[config.mk]
export PLATFORM = sky130hd
export DESIGN_NAME = mem_bus_arbiter
export DESIGN_NICKNAME = d
export VERILOG_FILES = /design/src/rtl/mem_arb_pkg.sv /design/src/rtl/mem_addr_decode.sv /design/src/rtl/mem_bus_arbiter.sv
export SDC_FILE = /design/constraint.sdc
export NUM_CORES = 1
export LEC_CHECK = 0
export CAP_MARGIN = 20
export CORE_AREA = 3 3 51 76
export DETAILED_ROUTE_END_ITERATION = 8
export DIE_AREA = 0 0 54 79
export PLACE_DENSITY = 0.79
export REMOVE_ABC_BUFFERS = 1
export SETUP_SLACK_MARGIN = 0.02
export SLEW_MARGIN = 20
export SYNTH_ARGS = -nofsm -noshare
export SYNTH_HDL_FRONTEND = slang
export SYNTH_SLANG_ARGS = --single-unit
[constraint.sdc]
create_clock -name clk -period 1.8 [get_ports clk]
set_input_delay 0.27 -clock clk [delete_from_list [all_inputs] [get_ports clk]]
set_output_delay 0.27 -clock clk [all_outputs]
set_load 0.01 [all_outputs]
[src/rtl/mem_arb_pkg.sv]
// Shared types and constants for the CPU/DMA memory bus arbiter.
package mem_arb_pkg;

  typedef enum logic [2:0] {
    ST_IDLE,
    ST_GNT_CPU,
    ST_GNT_DMA,
    ST_RD_CPU,
    ST_RD_DMA
  } arb_state_t;

  typedef enum logic {
    OWN_CPU = 1'b0,
    OWN_DMA = 1'b1
  } owner_t;

  localparam logic [1:0] REGION_RAM  = 2'b00;
  localparam logic [1:0] REGION_LEDS = 2'b01;

  // Wide enough for the largest legal burst limit (15).
  localparam int BURST_W = 4;

  function automatic owner_t other_owner(input owner_t o);
    return (o == OWN_CPU) ? OWN_DMA : OWN_CPU;
  endfunction

endpackage

[src/rtl/mem_addr_decode.sv]
// Region decode of the granted bus address: top two bits select RAM, LEDS or unmapped.
module mem_addr_decode
  import mem_arb_pkg::*;
#(
  parameter int AW = 9
) (
  input  logic [AW-1:0] addr,
  output logic          ram_sel,
  output logic          leds_sel,
  output logic          err_sel
);

  logic [1:0] region;

  always_comb begin
    region   = addr[AW-1 -: 2];
    ram_sel  = (region == REGION_RAM);
    leds_sel = (region == REGION_LEDS);
    err_sel  = region[1];
  end

endmodule

[src/rtl/mem_bus_arbiter.sv]
// CPU/DMA arbiter for the 9-bit memory-mapped bus (128x9 RAM + LEDS register).
// Build option: define ARB_RR_EN for round-robin tie-break; otherwise fixed CPU > DMA priority.
module mem_bus_arbiter
  import mem_arb_pkg::*;
#(
  parameter int AW        = 9,
  parameter int DW        = 9,
  parameter int MAX_BURST = 4
) (
  input  logic          clk,
  input  logic          resetn,
  input  logic          cpu_req,
  input  logic          cpu_we,
  input  logic [AW-1:0] cpu_addr,
  input  logic [DW-1:0] cpu_wdata,
  output logic          cpu_gnt,
  output logic          cpu_rvalid,
  output logic [DW-1:0] cpu_rdata,
  input  logic          dma_req,
  input  logic          dma_we,
  input  logic [AW-1:0] dma_addr,
  input  logic [DW-1:0] dma_wdata,
  output logic          dma_gnt,
  output logic          dma_rvalid,
  output logic [DW-1:0] dma_rdata,
  output logic [6:0]    mem_addr,
  output logic [DW-1:0] mem_wdata,
  output logic          mem_wren,
  output logic          leds_en,
  input  logic [DW-1:0] mem_rdata,
  output logic          bus_err
);

  localparam logic [BURST_W-1:0] BURST_LIM = BURST_W'(MAX_BURST);

  arb_state_t         state_q, state_d, arb_next;
  owner_t             owner_q, owner_d, acc_owner, winner;
  logic [BURST_W-1:0] burst_q, burst_d;
  logic               rd_ram_q, rd_ram_d;

  logic               in_gnt, sel_dma, sel_req, sel_we;
  logic [AW-1:0]      sel_addr;
  logic [DW-1:0]      sel_wdata;
  logic               access, other_req, idle_other_req;
  logic               ram_sel, leds_sel, err_sel;

  // Bus mux: the port named by the grant state drives the shared bus; a dropped req
  // in its grant cycle means the access is withdrawn.
  always_comb begin
    sel_dma   = (state_q == ST_GNT_DMA);
    in_gnt    = (state_q == ST_GNT_CPU) || (state_q == ST_GNT_DMA);
    sel_req   = sel_dma ? dma_req   : cpu_req;
    sel_we    = sel_dma ? dma_we    : cpu_we;
    sel_addr  = sel_dma ? dma_addr  : cpu_addr;
    sel_wdata = sel_dma ? dma_wdata : cpu_wdata;
    access    = in_gnt && sel_req;
    acc_owner = sel_dma ? OWN_DMA : OWN_CPU;
  end

  mem_addr_decode #(
    .AW (AW)
  ) u_decode (
    .addr     (sel_addr),
    .ram_sel  (ram_sel),
    .leds_sel (leds_sel),
    .err_sel  (err_sel)
  );

  always_comb begin
    cpu_gnt    = access && !sel_dma;
    dma_gnt    = access && sel_dma;
    mem_addr   = access ? sel_addr[6:0] : 7'd0;
    mem_wdata  = access ? sel_wdata : '0;
    mem_wren   = access && sel_we && ram_sel;
    leds_en    = access && sel_we && leds_sel;
    bus_err    = access && err_sel;
    cpu_rvalid = (state_q == ST_RD_CPU);
    dma_rvalid = (state_q == ST_RD_DMA);
    cpu_rdata  = (cpu_rvalid && rd_ram_q) ? mem_rdata : '0;
    dma_rdata  = (dma_rvalid && rd_ram_q) ? mem_rdata : '0;
  end

  // Burst tracking includes this cycle's grant so the arbitration below already sees it.
  always_comb begin
    owner_d        = owner_q;
    burst_d        = burst_q;
    other_req      = sel_dma ? cpu_req : dma_req;
    idle_other_req = (owner_q == OWN_CPU) ? dma_req : cpu_req;
    if (access) begin
      owner_d = acc_owner;
      if (!other_req) begin
        burst_d = '0;
      end else if (acc_owner != owner_q) begin
        burst_d = BURST_W'(1);
      end else if (burst_q != '1) begin
        burst_d = burst_q + BURST_W'(1);
      end
    end else if (!idle_other_req) begin
      burst_d = '0;
    end
  end

  always_comb begin
    winner = OWN_CPU;
    if (cpu_req && dma_req) begin
      if (burst_d >= BURST_LIM) begin
        winner = other_owner(owner_d);
      end else begin
`ifdef ARB_RR_EN
        winner = other_owner(owner_d);
`else
        winner = OWN_CPU;
`endif
      end
    end else if (dma_req) begin
      winner = OWN_DMA;
    end
    if (!cpu_req && !dma_req) begin
      arb_next = ST_IDLE;
    end else begin
      arb_next = (winner == OWN_DMA) ? ST_GNT_DMA : ST_GNT_CPU;
    end
  end

  always_comb begin
    state_d  = ST_IDLE;
    rd_ram_d = 1'b0;
    case (state_q)
      ST_IDLE, ST_RD_CPU, ST_RD_DMA: begin
        state_d = arb_next;
      end
      ST_GNT_CPU, ST_GNT_DMA: begin
        if (access && !sel_we) begin
          state_d  = sel_dma ? ST_RD_DMA : ST_RD_CPU;
          rd_ram_d = ram_sel;
        end else begin
          state_d = arb_next;
        end
      end
      default: begin
        state_d = ST_IDLE;
      end
    endcase
  end

  always_ff @(posedge clk or negedge resetn) begin
    if (!resetn) begin
      state_q  <= ST_IDLE;
      owner_q  <= OWN_CPU;
      burst_q  <= '0;
      rd_ram_q <= 1'b0;
    end else begin
      state_q  <= state_d;
      owner_q  <= owner_d;
      burst_q  <= burst_d;
      rd_ram_q <= rd_ram_d;
    end
  end

endmodule

# Word-level counts from Yosys, hierarchy flattened
# Index checks and enable logic that the tools add are counted.
totals:
  ff_bits: 9
  input_bits: 51
  output_inout_bits: 41
classes:
  addsub: 1
  n_lt_le_gt_ge: 1
  eq_ne: 7
  mux: 28
  n_reduce_logical: 21
ops:
  columns: ["operator", "count"]
  rows:
  - ["$mux W9", 5]
  - ["$mux W4", 5]
  - ["$logic_and A1 B1 Y1", 12]
  - ["$mux W1", 12]
  - ["$mux W7", 1]
  - ["$eq A3 B2 Y1 const B", 2]
  - ["$mux W3", 2]
  - ["$pmux W3 S2", 1]
  - ["$add A4 B1 Y4 const B", 1]
  - ["$ge A4 B3 Y1 const B", 1]
  - ["$logic_not A1 Y1", 4]
  - ["$mux W2", 2]
  - ["$ne A4 B4 Y1 const B", 1]
  - ["$eq A3 B1 Y1 const B", 1]
  - ["$eq A3 B3 Y1 const B", 1]
  - ["$logic_not A3 Y1", 1]
  - ["$reduce_or A3 Y1", 1]
  - ["$eq A2 B1 Y1 const B", 1]
  - ["$logic_not A2 Y1", 1]
  - ["$reduce_or A2 Y1", 1]
  - ["$logic_or A1 B1 Y1", 1]
  - ["$ne A1 B1 Y1", 1]

# Depth between registers and ports, before layout
depth:
  ltp_word: 13
  ltp_mapped: 7
  ltp_nobuf: 6

# Modules after synthesis
# A second synthesis with hierarchy kept.
unflattened:
  hier_cells: 126
  area_unflattened_um2: 1054.8
by_module_without_submodules:
  columns: ["module", "instances", "cells_per_inst", "area_each_um2", "seq_area_each_um2"]
  rows:
  - ["mem_bus_arbiter", 1, 123, 1034.7, 225.2]
  - ["mem_addr_decode", 1, 3, 20.0, 0.0]

# Least setup slack after synthesis
# No wires, ideal clock.
synth_path:
  kind: "flip-flop to output port"
  startpoint: "register state_q[1]"
  endpoint: "output mem_wren"
  arrival_time_ns: 1.455
  required_ns: 1.530
  path_slack_ns: 0.075
  path_stages_with_launch: 8
  cell_sequence: "dfrtp_1 buf_6 nor2b_1 nor2b_1 buf_2 nor3b_1 a31oi_1 nor3b_1"
synth_via:
  elab_chain_len: 5
  elab_cells_between_ends: 10
synth_rtl:
  columns: ["item", "line", "rtl"]
  rows:
  - ["start: declaration", "mem_bus_arbiter.sv:36", "arb_state_t state_q, state_d, arb_next;"]
  - ["start signal: assignment", "mem_bus_arbiter.sv:153", "state_q <= state_d;"]
  - ["$eq A3 B2 Y1 or $eq A3 B1 Y1 (tied branches)", "mem_bus_arbiter.sv:50, mem_bus_arbiter.sv:51", null]
  - ["$mux W1 or $logic_or A1 B1 Y1 (tied branches)", "mem_bus_arbiter.sv:52, mem_bus_arbiter.sv:51", null]
  - ["$logic_and A1 B1 Y1", "mem_bus_arbiter.sv:56", "access = in_gnt && sel_req;"]
  - ["$logic_and A1 B1 Y1", "mem_bus_arbiter.sv:74", "mem_wren = access && sel_we && ram_sel;"]
  - ["$logic_and A1 B1 Y1 *", "mem_bus_arbiter.sv:74", null]
  - ["end: declaration", "mem_bus_arbiter.sv:28", "output logic mem_wren,"]
# Every way passes the cells marked *; elsewhere a longest branch is shown, timed or not.

# Worst setup path after layout
layout_path:
  startpoint: "register state_q[2]"
  endpoint: "output leds_en"
layout_via:
  elab_chain_len: 5
  elab_cells_between_ends: 10
layout_rtl:
  columns: ["item", "line", "rtl"]
  rows:
  - ["$eq A3 B2 Y1 or $eq A3 B1 Y1 (tied branches)", "mem_bus_arbiter.sv:50, mem_bus_arbiter.sv:51", null]
  - ["$mux W1 or $logic_or A1 B1 Y1 (tied branches)", "mem_bus_arbiter.sv:52, mem_bus_arbiter.sv:51", null]
  - ["$logic_and A1 B1 Y1", "mem_bus_arbiter.sv:56", null]
  - ["$logic_and A1 B1 Y1", "mem_bus_arbiter.sv:75", "leds_en = access && sel_we && leds_sel;"]
  - ["$logic_and A1 B1 Y1 *", "mem_bus_arbiter.sv:75", null]
  - ["end: declaration", "mem_bus_arbiter.sv:29", "output logic leds_en,"]
# Marked as above.

==> impl_metrics.toml <==
[run_status]
status = "finished, violations left"
violations = "setup timing"

[worst_setup_path]
crit_buf_inv = 3
max_stage_delay_ns = 0.42
start_kind = "flip-flop"
critical_path.top_delay_family = "simple AND/OR/NAND/NOR gates"
cp-endpoint = "leds_en"
required_ns = 1.53
reg2reg_to = "state_q[0]$_DFF_PN0_"
end_kind = "primary output"
crit_slowest_cell = "dfrtp_1"
reg2reg_slack_ns = 0.02
critPathArrivalTime_ns = 1.65
reg2reg_from = "state_q[2]$_DFF_PN0_"
critPathMaxFanout = 6
crit_top_cell = "buf_6"
crit_start = "state_q[2]$_DFF_PN0_"
rr_worst_depth = 8
worst-path-stages = 6
crit_type = "reg2out"
path_cells = "buf_6 -> and4bb_2 -> buf_6 -> nor2_4 -> nor3_2 -> buf_2"

[routing]
vias_per_cell = 5.245
wl_per_cell_um = 15.10
vias = 1500
dr.pass1.iters = 4
finalWirelength_um = 4319
drtIter0Drc = 21
postRouteAntennaNets = 0
drc = 0

[power_and_ir_drop]
finalPower_mw = 0.9139
cellPowerDensity_mw_per_mm2 = 409.7
p_leak_nw = 1.065
peakVddDrop_v = 0.0003057

[floorplanning]
die_area_mm2 = 0.004266
die_w_um = 54
start_util_pct = 31.26
core-area_mm2 = 0.003222
die_y_um = 79
rows = 25
num_io_pins = 92

[sta]
finalSetupViolations = 21
hold_viol = 0
finalCritPeriodShare_pct = 106.9
rsz0062_at_grt = "yes"
whs_ns = 0.3430
worst_slack_ns = -0.1243
clock.fmax_mhz = 519.7
relSlewSlack_pct = 71.10
layout_min_cycle_time_ns = 1.924
finClkSkew_ns = 0.004756
slew_violations = 0
tightest_slew_ns = 0.4322

[place]
place.gp.congestion = 0.8430
port_buffers = 91
place_area_mm2 = 0.002111
hpwl_um = 3334

[logic_synthesis]
synth_top_area_share_pct = 22.36
netlist_area_mm2 = 0.001007
syn-mean-instance-area_um2 = 8.324
synth-edff-count = 0
synth-async-reset-ratio_pct = 100.0
ys_warn_count = 0
synth.area.top_cells = "dfrtp_1 22%, a22o_1 14%, and3_1 6.8%, and2_1 6.2%, nand3b_1 4.5%"
ys_seq_elements = 9
synth_top_cell_by_area = "dfrtp_1"
synth_cell_types = 38
synthCells = 121
synth_flop_cell = "dfrtp_1"
yosysSeqAreaShare_pct = 22.36

[clocking]
cts.clk_slew.worst_paths_ns = 0.05
clockRootBuffer = "clkbuf_8"
cts_buffer_depth = 2
cts_made_buffers = 3
cts-htree-levels = 1
clock_latency_ns = 0.23
holdBufCountCts = 0
cts_num_sinks = 9
cts_tree = "built"

[grt]
grt.overflow.total = 0
antenna_found_initial = 0
grt_pass1_vias = 1503
grt_max_degree = 12
grt_pass1_wl_um = 6368
grt_usage_pct = 19.31

[cells_and_area]
final_cell_mix = "50 x clkdlybuf4s50_1, 26 x buf_4, 24 x buf_2"
final_area_mm2 = 0.002231
final_util_pct = 69.24
drive_above_1_share_pct = 42.28
fin_nets = 299
antennaDiodeCount = 0
final_common_cell = "clkdlybuf4s50_1"
area_growth_pct = 121.5

[job]
maxCapViolations = 0

[hold_path]
hp-class = "in2async"
## stage by stage
step / instances / setup TNS [ns] / worst slack [ns]
2_1_floorplan: 113 / -0.1420 / -0.1254
3_3_place_gp: 269 / -7.719 / -0.3452
3_5_place_dp: 269 / -8.929 / -0.4288
4_1_cts: 282 / -1.401 / -0.1542
5_1_grt: 286 / -3.183 / -0.1953
6_report: 286 / -1.182 / -0.1243
## registers in the layout, summed over array words and instances (netlist names)
register,count
burst_q,4
state_q,3
owner_q,1
rd_ram_q,1
## where the power goes
| group | internal, mW | total [mW] | switching [mW] |
|---|---|---|---|
| Sequential | 0.217 | 0.237 | 0.0204 |
| Clock | 0.155 | 0.237 | 0.0821 |
| Combinational | 0.265 | 0.440 | 0.175 |
| Total | 0.636 | 0.914 | 0.278 |
## synthesized netlist by cell type, types with 2 or more instances
library cell	count
and4bb_2	2
nor2_1	7
buf_2	6
a22o_1	16
nand3b_1	6
nand2b_1	2
nor3b_1	3
inv_1	5
o21ai_0	3
xnor2_1	2
o21bai_1	2
nor2b_1	2
a21oi_1	8
dfrtp_1	9
and2_1	10
mux2i_1	3
and3_1	11
nor3_1	4
## layer usage
metal  wire [um]  part of all wire, %  track usage (%)
met1        1505                   35            19.79
met2        2581                   60            38.47
met3         170                  3.9            2.814
met4          61                  1.4            3.990
met5           0                    0                0
## repair_timing
action	4_1_cts	5_1_grt
resized for setup	157	34
buffers inserted	9	7
endpoints found under the setup margin	41	42
pin swaps	4	11
## kinds of logic (layout without fill, tap and decap cells)
logic type               Yosys count  after routing  synth area share [%]
multiplexers                       3              3                 2.981
AO/OA/AOI/OAI                     39             39                 29.94
buffers and inverters             13            138                 6.335
XOR/XNOR                           2              2                 1.739
AND/OR/NAND/NOR                   54             54                 35.40
flip-flops                         9              9                 22.36
adder cells (fa/ha/maj)            1              1                 1.242
## worst min-delay path by stage
stage | depth (start not counted) | start | endpoint
after floorplan | 0 | resetn | burst_q[0]$_DFF_PN0_
after global placement | 1 | burst_q[1]$_DFF_PN0_ | burst_q[1]$_DFF_PN0_
after detailed placement | 1 | burst_q[1]$_DFF_PN0_ | burst_q[1]$_DFF_PN0_
after CTS | 1 | resetn | burst_q[0]$_DFF_PN0_
after global routing | 1 | resetn | burst_q[0]$_DFF_PN0_
final | 1 | resetn | burst_q[0]$_DFF_PN0_
## layout make-up
class	count	area, um2
clock buffers	4	45.04
fillers	257	991.0
inverters	5	18.77
multi-input cells	99	815.8
flip-flops and latches	9	226.5
well taps	40	50.05
repair buffers	129	1075
Power figures use the tool's default switching activity.
